==> src/rtl/npc_mem_bridge.sv <==
// npc_mem_bridge: turns the core's combinational MEM-stage data access into a
// registered valid/ready request/response bus transaction. The core is stalled
// through hold_o until the response (or a timeout) completes the access. Read
// data is then presented for one commit cycle.
//
// Handshake semantics: a request transfers on a cycle where req_valid_o and
// req_ready_i are both 1. A response transfers on a cycle where rsp_valid_i and
// rsp_ready_o are both 1. Once req_valid_o is raised, it and all req_* fields
// stay stable until the transfer. The one exception is a timeout abort, which
// drops req_valid_o without a transfer.
module npc_mem_bridge #(
    parameter int DATA_W  = 64,
    parameter int ADDR_W  = 64,
    parameter int TIMEOUT = 255
) (
    input  logic              clk,
    input  logic              rst_n,
    input  logic              mem_ce_i,
    input  logic              mem_we_i,
    input  logic [ADDR_W-1:0] mem_raddr_i,
    input  logic [ADDR_W-1:0] mem_waddr_i,
    input  logic [DATA_W-1:0] mem_wdata_i,
    output logic [DATA_W-1:0] mem_rdata_o,
    output logic              hold_o,
    output logic              req_valid_o,
    input  logic              req_ready_i,
    output logic              req_we_o,
    output logic [ADDR_W-1:0] req_addr_o,
    output logic [DATA_W-1:0] req_wdata_o,
    input  logic              rsp_valid_i,
    output logic              rsp_ready_o,
    input  logic [DATA_W-1:0] rsp_rdata_i,
    input  logic              rsp_err_i,
    output logic              bus_err_o
);

    // Counter is wide enough to hold TIMEOUT itself. This matters when a
    // request handshake lands on the last allowed cycle.
    localparam int CNT_W = $clog2(TIMEOUT + 1);
    localparam logic [CNT_W-1:0] CNT_LAST = CNT_W'(TIMEOUT - 1);
    localparam logic [CNT_W-1:0] CNT_ONE  = CNT_W'(1);

    typedef enum logic [1:0] {
        S_IDLE = 2'd0,
        S_REQ  = 2'd1,
        S_RSP  = 2'd2,
        S_DONE = 2'd3
    } state_t;

    state_t            state_q, state_d;
    logic              stale_q, stale_d;
    logic [CNT_W-1:0]  cnt_q, cnt_d;
    logic              we_q, we_d;
    logic [ADDR_W-1:0] addr_q, addr_d;
    logic [DATA_W-1:0] wdata_q, wdata_d;
    logic [DATA_W-1:0] rdata_q, rdata_d;
    logic              err_q, err_d;
    logic              timeout_hit;

    // The current REQ/RSP cycle is the last one allowed.
    assign timeout_hit = (cnt_q >= CNT_LAST);

    // State and datapath registers; reset abandons any in-flight transaction.
    always_ff @(posedge clk or negedge rst_n) begin
        if (!rst_n) begin
            state_q <= S_IDLE;
            stale_q <= 1'b0;
            cnt_q   <= '0;
            we_q    <= 1'b0;
            addr_q  <= '0;
            wdata_q <= '0;
            rdata_q <= '0;
            err_q   <= 1'b0;
        end else begin
            state_q <= state_d;
            stale_q <= stale_d;
            cnt_q   <= cnt_d;
            we_q    <= we_d;
            addr_q  <= addr_d;
            wdata_q <= wdata_d;
            rdata_q <= rdata_d;
            err_q   <= err_d;
        end
    end

    // Next-state logic: capture, request handshake, response or timeout, commit.
    always_comb begin
        state_d = state_q;
        stale_d = stale_q;
        cnt_d   = cnt_q;
        we_d    = we_q;
        addr_d  = addr_q;
        wdata_d = wdata_q;
        rdata_d = rdata_q;
        err_d   = 1'b0;
        case (state_q)
            S_IDLE: begin
                // A late response to an aborted access is swallowed here.
                if (stale_q && rsp_valid_i) begin
                    stale_d = 1'b0;
                end
                if (mem_ce_i && !stale_q) begin
                    we_d    = mem_we_i;
                    addr_d  = mem_we_i ? mem_waddr_i : mem_raddr_i;
                    wdata_d = mem_wdata_i;
                    cnt_d   = '0;
                    state_d = S_REQ;
                end
            end
            S_REQ: begin
                cnt_d = cnt_q + CNT_ONE;
                if (req_ready_i) begin
                    state_d = S_RSP;
                end else if (timeout_hit) begin
                    // Bus never accepted the request, so no response is owed.
                    rdata_d = '0;
                    err_d   = 1'b1;
                    state_d = S_DONE;
                end
            end
            S_RSP: begin
                cnt_d = cnt_q + CNT_ONE;
                if (rsp_valid_i) begin
                    // A response on the last cycle still wins over the timeout.
                    rdata_d = (we_q || rsp_err_i) ? '0 : rsp_rdata_i;
                    err_d   = rsp_err_i;
                    state_d = S_DONE;
                end else if (timeout_hit) begin
                    // Bus still owes a response; mark it for discard.
                    rdata_d = '0;
                    err_d   = 1'b1;
                    stale_d = 1'b1;
                    state_d = S_DONE;
                end
            end
            S_DONE: begin
                state_d = S_IDLE;
            end
            default: begin
                state_d = S_IDLE;
            end
        endcase
    end

    // Outputs are decoded from registered state only, except hold_o in IDLE.
    // hold_o must freeze the core in the same cycle it raises mem_ce_i.
    assign hold_o      = ((state_q == S_IDLE) && mem_ce_i) ||
                         (state_q == S_REQ) || (state_q == S_RSP);
    assign req_valid_o = (state_q == S_REQ);
    assign req_we_o    = (state_q == S_REQ) ? we_q    : 1'b0;
    assign req_addr_o  = (state_q == S_REQ) ? addr_q  : '0;
    assign req_wdata_o = (state_q == S_REQ) ? wdata_q : '0;
    assign rsp_ready_o = (state_q == S_RSP) || ((state_q == S_IDLE) && stale_q);
    assign mem_rdata_o = (state_q == S_DONE) ? rdata_q : '0;
    assign bus_err_o   = err_q;

endmodule

==> config.mk <==
export PLATFORM = sky130hd
export DESIGN_NAME = npc_mem_bridge
export DESIGN_NICKNAME = d
export VERILOG_FILES = /design/src/rtl/npc_mem_bridge.sv
export SDC_FILE = /design/constraint.sdc
export NUM_CORES = 1
export LEC_CHECK = 0
export CELL_PAD_IN_SITES_DETAIL_PLACEMENT = 0
export CELL_PAD_IN_SITES_GLOBAL_PLACEMENT = 2
export CORE_MARGIN = 2
export CORE_UTILIZATION = 21
export DETAILED_ROUTE_END_ITERATION = 10
export PLACE_DENSITY = 0.76
export SLEW_MARGIN = 0
export SYNTH_ARGS = -nofsm -noshare
export SYNTH_HDL_FRONTEND = slang
export SYNTH_SLANG_ARGS = --single-unit
export TNS_END_PERCENT = 20
==> constraint.sdc <==
create_clock -name clk -period 1.8 [get_ports clk]
set_input_delay 0.36 -clock clk [delete_from_list [all_inputs] [get_ports clk]]
set_output_delay 0.36 -clock clk [all_outputs]
set_load 0.03 [all_outputs]
==> flow_summary.ini, run 1 <==
[floorplan]
fp-row-count = 79
die_w_um = 220
start_util_pct = 21.1
core-area_um2 = 46300
io_pins = 460
die_y_um = 220
dieArea_um2 = 48200

[detailed_routing]
post-route-drc-count = 0
drtIter0Drc = 422
via_per_inst = 4.18
drtPass1Iterations = 6
wirelength_um = 35600
wl_per_cell_um = 17.0
vias = 8750
drtAntennaViolNets = 0

[sta]
fmax_ghz = 0.449
fin_tns_setup_ns = -70.61
finalCritPeriodShare_pct = 124
hold_viol = 0
rsz0062_at_grt = yes
worst_slew_pin_slew_ns = 0.457
skew_ns = 0.0179
final-max-slew-violation-count = 0
slew_headroom_pct = 69.6
fin_crit_ns = 2.23
setup_viol = 260
holdWs_ns = 0.199
worst_slack_ns = -0.426

[cells_and_area]
num-fill-cells = 4671
area_growth_pct = 72.5
layout_common_cells = nand2_1, clkdlybuf4s50_1, dfrtp_1
fin_area_um2 = 16800
fin_util_pct = 36.4
drive_gt1_share_pct = 29.2
layout.nets = 1740
final_common_cell = nand2_1

[flow_run]
cap_violations = 0

[placement]
hpwl_um = 25000
io_buffers = 459
place_congestion = 0.771
post-place-ws_ns = -0.159
postPlaceCellArea_um2 = 15100

[critical_path]
r2r_cells = 6
worstPathRequired_ns = 1.44
worstSetupEndpointType = output port
cp-start-kind = register
timing.rr.end = rdata_q[5]
rr_startpoint = state_q[0]
endpoint = hold_o
crit_type = reg -> out
critPathLaunch = state_q[0]
arrival_ns = 1.87
worstPathMaxFanout = 26
reg2reg_slack_ns = -0.11

[cts]
htreeDepth = 1
cts_root_buf = clkbuf_16
cts_tree = yes
cts_buffers = 26
cts_sinks = 205
clk_latency_ns = 0.54
path_clk_slew_ns = 0.05
clockBufferDepth = 3

[logic_synthesis]
synthArstFlopShare_pct = 100
synth_edf_count = 0
synth_fp_nets = 1265
ys.warnings.count = 0
ys_ff_latch = 205
syn_area_um2 = 9760
synth_flop_cell = dfrtp_1
syn_avg_cell_area_um2 = 9.80
yosysSeqAreaShare_pct = 52.6
yosys.cell_types.count = 39
syn-instance-count = 996

[pwr]
cellPowerDensity_nw_per_um2 = 1490
p_int_mw = 15.6
power_frac_seq_pct = 30.8
power_switching_mw = 9.45
vdd_drop_max_v = 0.000601
power.leakage_nw = 8.04
clkPwrFrac_pct = 21.2
combPwrFrac_pct = 48.0
p_sw_share_pct = 37.7

[global_route]
grt_overflow_total = 0
grtUsageTotal_pct = 13.7
grt_pass1_vias = 8820
grt_max_degree = 65
antenna_found_initial = 2
grt_pass1_wl_um = 51400

[outcome]
status = finished with violations
violations = setup timing

[hold_path]
holdCritPathClass = in -> reg
==> cell type report <==
cell class | instances | area (um^2) | share of cell area (%)
antenna | 1 | 2.50 | 0.0149
clock buffer | 40 | 795 | 4.72
clock inverter | 4 | 72.6 | 0.431
inverter | 4 | 15.0 | 0.0892
multi-input combinational | 714 | 4440 | 26.4
sequential | 205 | 5130 | 30.5
tap | 607 | 759 | 4.51
timing repair buffer | 520 | 5620 | 33.4
==> kinds of logic after synthesis <==
family	Yosys count	share of synthesized area (%)
AO/OA/AOI/OAI	153	11.0
buffers and inverters	77	4.46
adder cells (fa/ha/maj)	6	0.769
XOR/XNOR	2	0.179
multiplexers	65	6.66
AND/OR/NAND/NOR	488	24.3
flip-flops	205	52.6
==> flip-flops by register name, summed over array words and instances, names as in the netlist <==
register	cells
stale_q	1
addr_q	64
we_q	1
cnt_q	8
rdata_q	64
state_q	2
bus_err_o	1
wdata_q	64
==> worst max-delay path, stage by stage (launching register included) <==
cell,delay (ns)
dfrtp_2,0.45
ha_4,0.24
clkbuf_16,0.22
a211o_1,0.27
buf_12,0.15
==> Yosys cell counts (2+ instances only) <==
cell	n	share of area, %
nand2_1	270	10
dfrtp_1	205	53
and2_1	194	12
o21ai_0	69	3.5
mux2i_1	65	6.7
a22o_1	60	5.4
clkbuf_1	34	1.3
buf_2	18	0.92
buf_6	12	1.4
buf_4	9	0.69
ha_1	6	0.77
nor2_1	6	0.23
nand3_1	5	0.26
a22o_2	4	0.41
inv_1	4	0.15
nand2b_1	4	0.26
a21o_1	3	0.23
a21oi_1	3	0.15
a22oi_1	2	0.15
o2111ai_1	2	0.18
o31ai_1	2	0.15
xor2_1	2	0.18
==> power by group through the flow <==
| stage | clock [mW] | sequential, mW | combinational (mW) |
|---|---|---|---|
| finish | 5.32 | 7.71 | 12.0 |
| global route | 5.68 | 7.97 | 13.0 |
| floorplan | 0 | 7.44 | 6.48 |
| CTS | 5.60 | 7.68 | 11.5 |
| detailed placement | 0 | 7.72 | 10.8 |
| global placement | 0 | 7.69 | 10.7 |
==> through the flow <==
stage / power [mW] / std cells
floorplan: 13.9 / 996
global placement: 18.4 / 2040
detailed placement: 18.6 / 2040
CTS: 24.8 / 2089
global route: 26.7 / 2095
finish: 25.0 / 2095
==> how the worst min path moves through the flow <==
stage	to	slack, ns	startpoint	cells after the start
after floorplan	addr_q[0]	0.06	rst_n	0
after global placement	wdata_q[18]	0.32	rst_n	1
after detailed placement	wdata_q[18]	0.32	rst_n	1
after CTS	we_q	0.16	mem_we_i	3
after global routing	we_q	0.20	mem_we_i	3
final	we_q	0.20	mem_we_i	3
==> timing repair <==
item	CTS	global route
hold endpoints to repair	37	0
hold buffers	1	0
gates cloned	1	5
endpoints found under the setup margin	261	264
buffers inserted	3	0
pin swaps	0	1
gates resized for setup	98	112
==> routing by layer <==
metal  vias up  global-route usage, %  part of all wire [%]
met5         -                      0                 0.031
met4         2                   4.00                   2.7
met3        50                   3.38                   6.8
met2       307                   23.4                    49
met1      4164                   17.0                    42
li1       4227                      -                     -
(Power assumes the default switching activity.)
==> run 2, diff against run 1 <==
--- a/config.mk
+++ b/config.mk
@@ -7,7 +7,6 @@
 export LEC_CHECK = 0
 export CELL_PAD_IN_SITES_DETAIL_PLACEMENT = 0
 export CELL_PAD_IN_SITES_GLOBAL_PLACEMENT = 2
-export CORE_MARGIN = 2
 export CORE_UTILIZATION = 21
 export DETAILED_ROUTE_END_ITERATION = 10
 export PLACE_DENSITY = 0.76
==> flow_summary.ini, run 2 (synthesis gave the netlist of run 1 again) <==
[placement]
hpwl_um = 25300
dpl.cell_count = 2037
post-place-ws_ns = -0.192
place_congestion = 0.777
io_buffers = 459

[sta]
fin_crit_ns = 2.27
slew_headroom_pct = 73.4
setup_viol = 260
finalCritPeriodShare_pct = 126
hold_viol = 0
worst_slack_ns = -0.467
worst_slew_pin_slew_ns = 0.398
final-max-slew-violation-count = 0
holdWs_ns = 0.313
fmax_ghz = 0.441
skew_ns = 0.0214
rsz0062_at_grt = yes

[critical_path]
reg2reg_slack_ns = -0.17
arrival_ns = 1.91
rr_startpoint = state_q[0]
worstSetupEndpointType = output port
cp_num_buf_inv = 4
cp_cell_sequence = buf_6 > ha_4 > buf_4 > buf_16 > and2_2 > buf_4
worstPathRequired_ns = 1.44
critPathSlowestCell = dfrtp_1
crit_type = reg -> out
critPathLaunch = state_q[0]
crit_top_cell = buf_4
worstPathMaxFanout = 14
max_stage_delay_ns = 0.39
cp-start-kind = register
cpLargestDelayFamily = buffers and inverters

[flow_run]
cap_violations = 0

[cts]
clk_latency_ns = 0.55
htreeDepth = 1
clockBufferDepth = 3
cts_root_buf = clkbuf_16
cts_sinks = 205
path_clk_slew_ns = 0.06
cts_tree = yes
cts_buffers = 26

[pwr]
p_int_mw = 15.7
combPwrFrac_pct = 47.5
clkPwrFrac_pct = 21.8
cellPowerDensity_nw_per_um2 = 1510
vdd_drop_max_v = 0.000689
power_frac_seq_pct = 30.7
p_sw_share_pct = 37.7
power.leakage_nw = 8.07
power_switching_mw = 9.50

[floorplan]
dieArea_um2 = 47400
die_y_um = 218
die_w_um = 218
core-area_um2 = 45600
io_pins = 460
start_util_pct = 21.4
fp-row-count = 78

[outcome]
status = finished with violations
violations = setup timing

[cells_and_area]
drive_gt1_share_pct = 29.4
layout_common_cells = nand2_1, clkdlybuf4s50_1, dfrtp_1
layout.nets = 1748
area_growth_pct = 71.0
final_common_cell = nand2_1
finalNonFillerCells = 2100
reg.largest.list = addr_q x64, rdata_q x64, wdata_q x64

[hold_path]
holdCritPathClass = in -> reg
min_from = mem_we_i

[global_route]
antenna_found_initial = 1
grt_pass1_vias = 8894
grt_max_degree = 65
grt_overflow_total = 0
grtUsageTotal_pct = 14.2
grt_pass1_wl_um = 52000

[detailed_routing]
vias = 8719
wl_per_cell_um = 16.7
drtAntennaViolNets = 0
drtPass1Iterations = 4
drtIter0Drc = 324
wirelength_um = 35200
post-route-drc-count = 0
via_per_inst = 4.15
-- run 2: changes by cell type in the layout (fill, tap and decap cells not counted), sizes merged --
| cell | before | now |
|---|---|---|
| clkinv | 1 | 8 |
| clkbuf | 45 | 39 |
| bufinv | 2 | 3 |
| buf | 253 | 263 |
-- run 2: worst register-to-register path, delay by kind of cell, from the launching register on --
kind,cells,cell delay (ns)
fa+ha+maj,1,0.20
buf+inv,4,0.70
flops,1,0.39
compound gates,1,0.28
simple gates,2,0.31
-- run 2: timing repair --
action	4_1_cts	5_1_grt
hold buffers	1	0
buffers inserted	6	2
gates cloned	2	3
resized for setup	141	29
pin swaps	46	3
hold endpoints to repair	29	0
endpoints found under the setup margin	261	280
-- run 2: final timing paths --
kind | endpoint | depth (start not counted)
max reg2reg | rdata_q[45] | 8
min | addr_q[28] | 3
min reg2reg | wdata_q[29] | 2
max | req_wdata_o[0] | 6
min in group asynchronous | wdata_q[21] | 2
max in group asynchronous | rdata_q[61] | 3
-- run 2: metrics by stage --
step                TNS (ns)  util, %  area [um^2]  power [mW]
floorplan              -5.54        -         9900        13.9
global placement      -11.07     33.0        15000        18.4
detailed placement    -11.50     33.0        15000        18.5
CTS                   -96.30     36.2        16500        25.2
global route         -113.91     36.6        16700        26.9
finish                -89.03     36.6        16700        25.2
-- run 2: area by class of cell --
class	instances	area [um^2]
multi-input cells	714	4440
fillers	4676	28900
flip-flops and latches	205	5130
repair buffers	528	5440
clock buffers	36	769
well taps	600	751
inverters	4	15.0
diodes	1	2.50
clock inverters	12	141
-- run 2: layer usage --
metal	vias up	wire length [um]	track usage [%]
met4	0	950	4.27
met5	-	0	0
li1	4249	-	-
met3	52	2300	3.51
met1	4137	14700	17.1
met2	281	17200	24.6
-- run 2: power by group through the flow --
stage               Sequential [mW]  Combinational, mW  Clock [mW]
floorplan                      7.44               6.48           0
global placement               7.73               10.7           0
detailed placement             7.75               10.8           0
CTS                            7.71               11.7        5.75
global route                   8.00               13.0        5.88
finish                         7.74               12.0        5.49
==> run 3, diff against run 2 <==
--- a/config.mk
+++ b/config.mk
@@ -8,10 +8,12 @@
 export CELL_PAD_IN_SITES_DETAIL_PLACEMENT = 0
 export CELL_PAD_IN_SITES_GLOBAL_PLACEMENT = 2
 export CORE_UTILIZATION = 21
+export CTS_BUF_LIST = sky130_fd_sc_hd__clkbuf_8 sky130_fd_sc_hd__clkbuf_16
 export DETAILED_ROUTE_END_ITERATION = 10
+export GPL_ROUTABILITY_DRIVEN = 0
 export PLACE_DENSITY = 0.76
 export SLEW_MARGIN = 0
 export SYNTH_ARGS = -nofsm -noshare
 export SYNTH_HDL_FRONTEND = slang
 export SYNTH_SLANG_ARGS = --single-unit
-export TNS_END_PERCENT = 20
+export TNS_END_PERCENT = 5
==> flow_summary.ini, run 3 (synthesis gave the netlist of run 1 again) <==
[cells_and_area]
layout.nets = 1750
finalNonFillerCells = 2101
drive_gt1_share_pct = 30.4
fin_area_um2 = 17100
reg.largest.list = addr_q x64, rdata_q x64, wdata_q x64
final_common_cell = nand2_1
area_growth_pct = 75.3
multi_input_area_um2 = 4550
antenna_cells = 0
final-seq-area_um2 = 5130
num-fill-cells = 4541
layout_common_cells = nand2_1, clkdlybuf4s50_1, dfrtp_1

[critical_path]
cpLargestDelayFamily = buffers and inverters
max_stage_delay_ns = 0.40
cp_cell_sequence = inv_2 > ha_4 > buf_12 > buf_12 > clkbuf_16 > and2_4 > buf_6
worstPathRequired_ns = 1.44
cp-start-kind = register
rr_startpoint = state_q[0]
timing.rr.end = rdata_q[16]
reg2reg_slack_ns = 0.06
arrival_ns = 1.88
worstPathMaxFanout = 8
crit_type = reg -> out
worstSetupEndpointType = output port
critPathSlowestCell = dfrtp_1
crit_top_cell = buf_12
r2r_cells = 7
cp_num_buf_inv = 5

[sta]
worst_slew_pin_slew_ns = 0.520
rsz0062_at_grt = yes
worst_slack_ns = -0.442
fin_crit_ns = 2.24
skew_ns = 0.00892
hold_viol = 0
finalCritPeriodShare_pct = 125
fmax_ghz = 0.446
final-max-slew-violation-count = 0
setup_viol = 196
slew_headroom_pct = 65.3

[hold_path]
min_path_cells = 3
min_to = we_q
holdCritPathClass = in -> reg
min_from = mem_we_i

[floorplan]
core-area_um2 = 45600
die_y_um = 218
dieArea_um2 = 47400
io_pins = 460
fp-row-count = 78
start_util_pct = 21.4
die_w_um = 218

[cts]
cts_tree = yes
cts_root_buf = clkbuf_16
htreeDepth = 1
path_clk_slew_ns = 0.06
cts_buffers = 26
clockBufferDepth = 3
clk_latency_ns = 0.53
cts_sinks = 205

[pwr]
vdd_drop_max_v = 0.000778
cellPowerDensity_nw_per_um2 = 1520
power.leakage_nw = 8.23

[detailed_routing]
drtAntennaViolNets = 0
wl_per_cell_um = 17.1
via_per_inst = 4.15
wirelength_um = 35900
post-route-drc-count = 0
drtPass1Iterations = 4
drtIter0Drc = 345
vias = 8728

[global_route]
grt_max_degree = 65
grt_pass1_wl_um = 52900
antenna_found_initial = 1
grt_pass1_vias = 9041
grt_overflow_total = 0
grtUsageTotal_pct = 14.3

[placement]
hpwl_um = 24600
postPlaceCellArea_um2 = 15000
dpl.cell_count = 2030
io_buffers = 459

[outcome]
status = finished with violations
violations = setup timing

[flow_run]
cap_violations = 0
run 3: cell types whose count changed in the layout (fill, tap and decap cells not counted), sizes merged:
cell,previous run,this run
buf,263,262
bufinv,3,2
diode,1,0
clkinv,8,3
clkbuf,39,38
inv,4,14
run 3: worst max path at each step:
stage,endpoint,slack [ns],cells past startpoint,start
global route,req_wdata_o[14],-0.52,7,state_q[1]
CTS,req_wdata_o[27],-0.48,7,state_q[1]
finish,req_wdata_o[14],-0.44,7,state_q[1]
global placement,rdata_q[1],-0.07,5,rsp_valid_i
detailed placement,rdata_q[59],-0.11,5,rsp_valid_i
floorplan,req_addr_o[37],-0.07,6,state_q[1]
run 3: repair_timing:
action / in CTS / in global routing
pin swaps: 3 / 29
hold endpoints to repair: 49 / 0
buffers inserted: 10 / 0
resized for setup: 241 / 31
endpoints found under the setup margin: 261 / 243
gates cloned: 5 / 8
hold buffers: 1 / 0
run 3: report_power, final:
group / internal, mW / switching, mW / leakage (nW)
Clock: 3.19 / 2.08 / 0.461
Sequential: 6.67 / 1.12 / 2.58
Combinational: 6.35 / 6.63 / 5.19
run 3: worst min-delay path: stages:
cell and delay (ns):
buf_4 0.20, nand2_1 0.09, nand2_1 0.05
run 3: cell type report:
cell class              instances  area share (%)
repair buffers                530            33.9
flip-flops and latches        205            30.0
multi-input cells             714            26.6
well taps                     600            4.39
clock buffers                  32            4.35
clock inverters                16           0.731
inverters                       4           0.102
run 3: stage by stage:
stage	worst slack (ns)	utilization [%]	power [mW]	TNS [ns]	hold slack, ns
after global routing	-0.519	37.6	27.7	-90.13	0.210
after CTS	-0.475	37.0	25.8	-82.65	0.174
after detailed placement	-0.110	32.9	18.4	-4.82	0.341
after floorplan	-0.0689	-	13.9	-5.57	0.0644
after global placement	-0.0663	32.9	18.3	-2.54	0.337
final	-0.442	37.6	26.0	-73.51	0.206
run 3: per-layer routing:
layer | vias to the layer above | global-route usage [%] | part of all wire [%]
met1 | 4135 | 17.8 | 42
met2 | 290 | 24.0 | 48
met3 | 49 | 3.85 | 7.6
met5 | - | 0 | 0.036
met4 | 2 | 4.15 | 2.2
li1 | 4252 | - | -
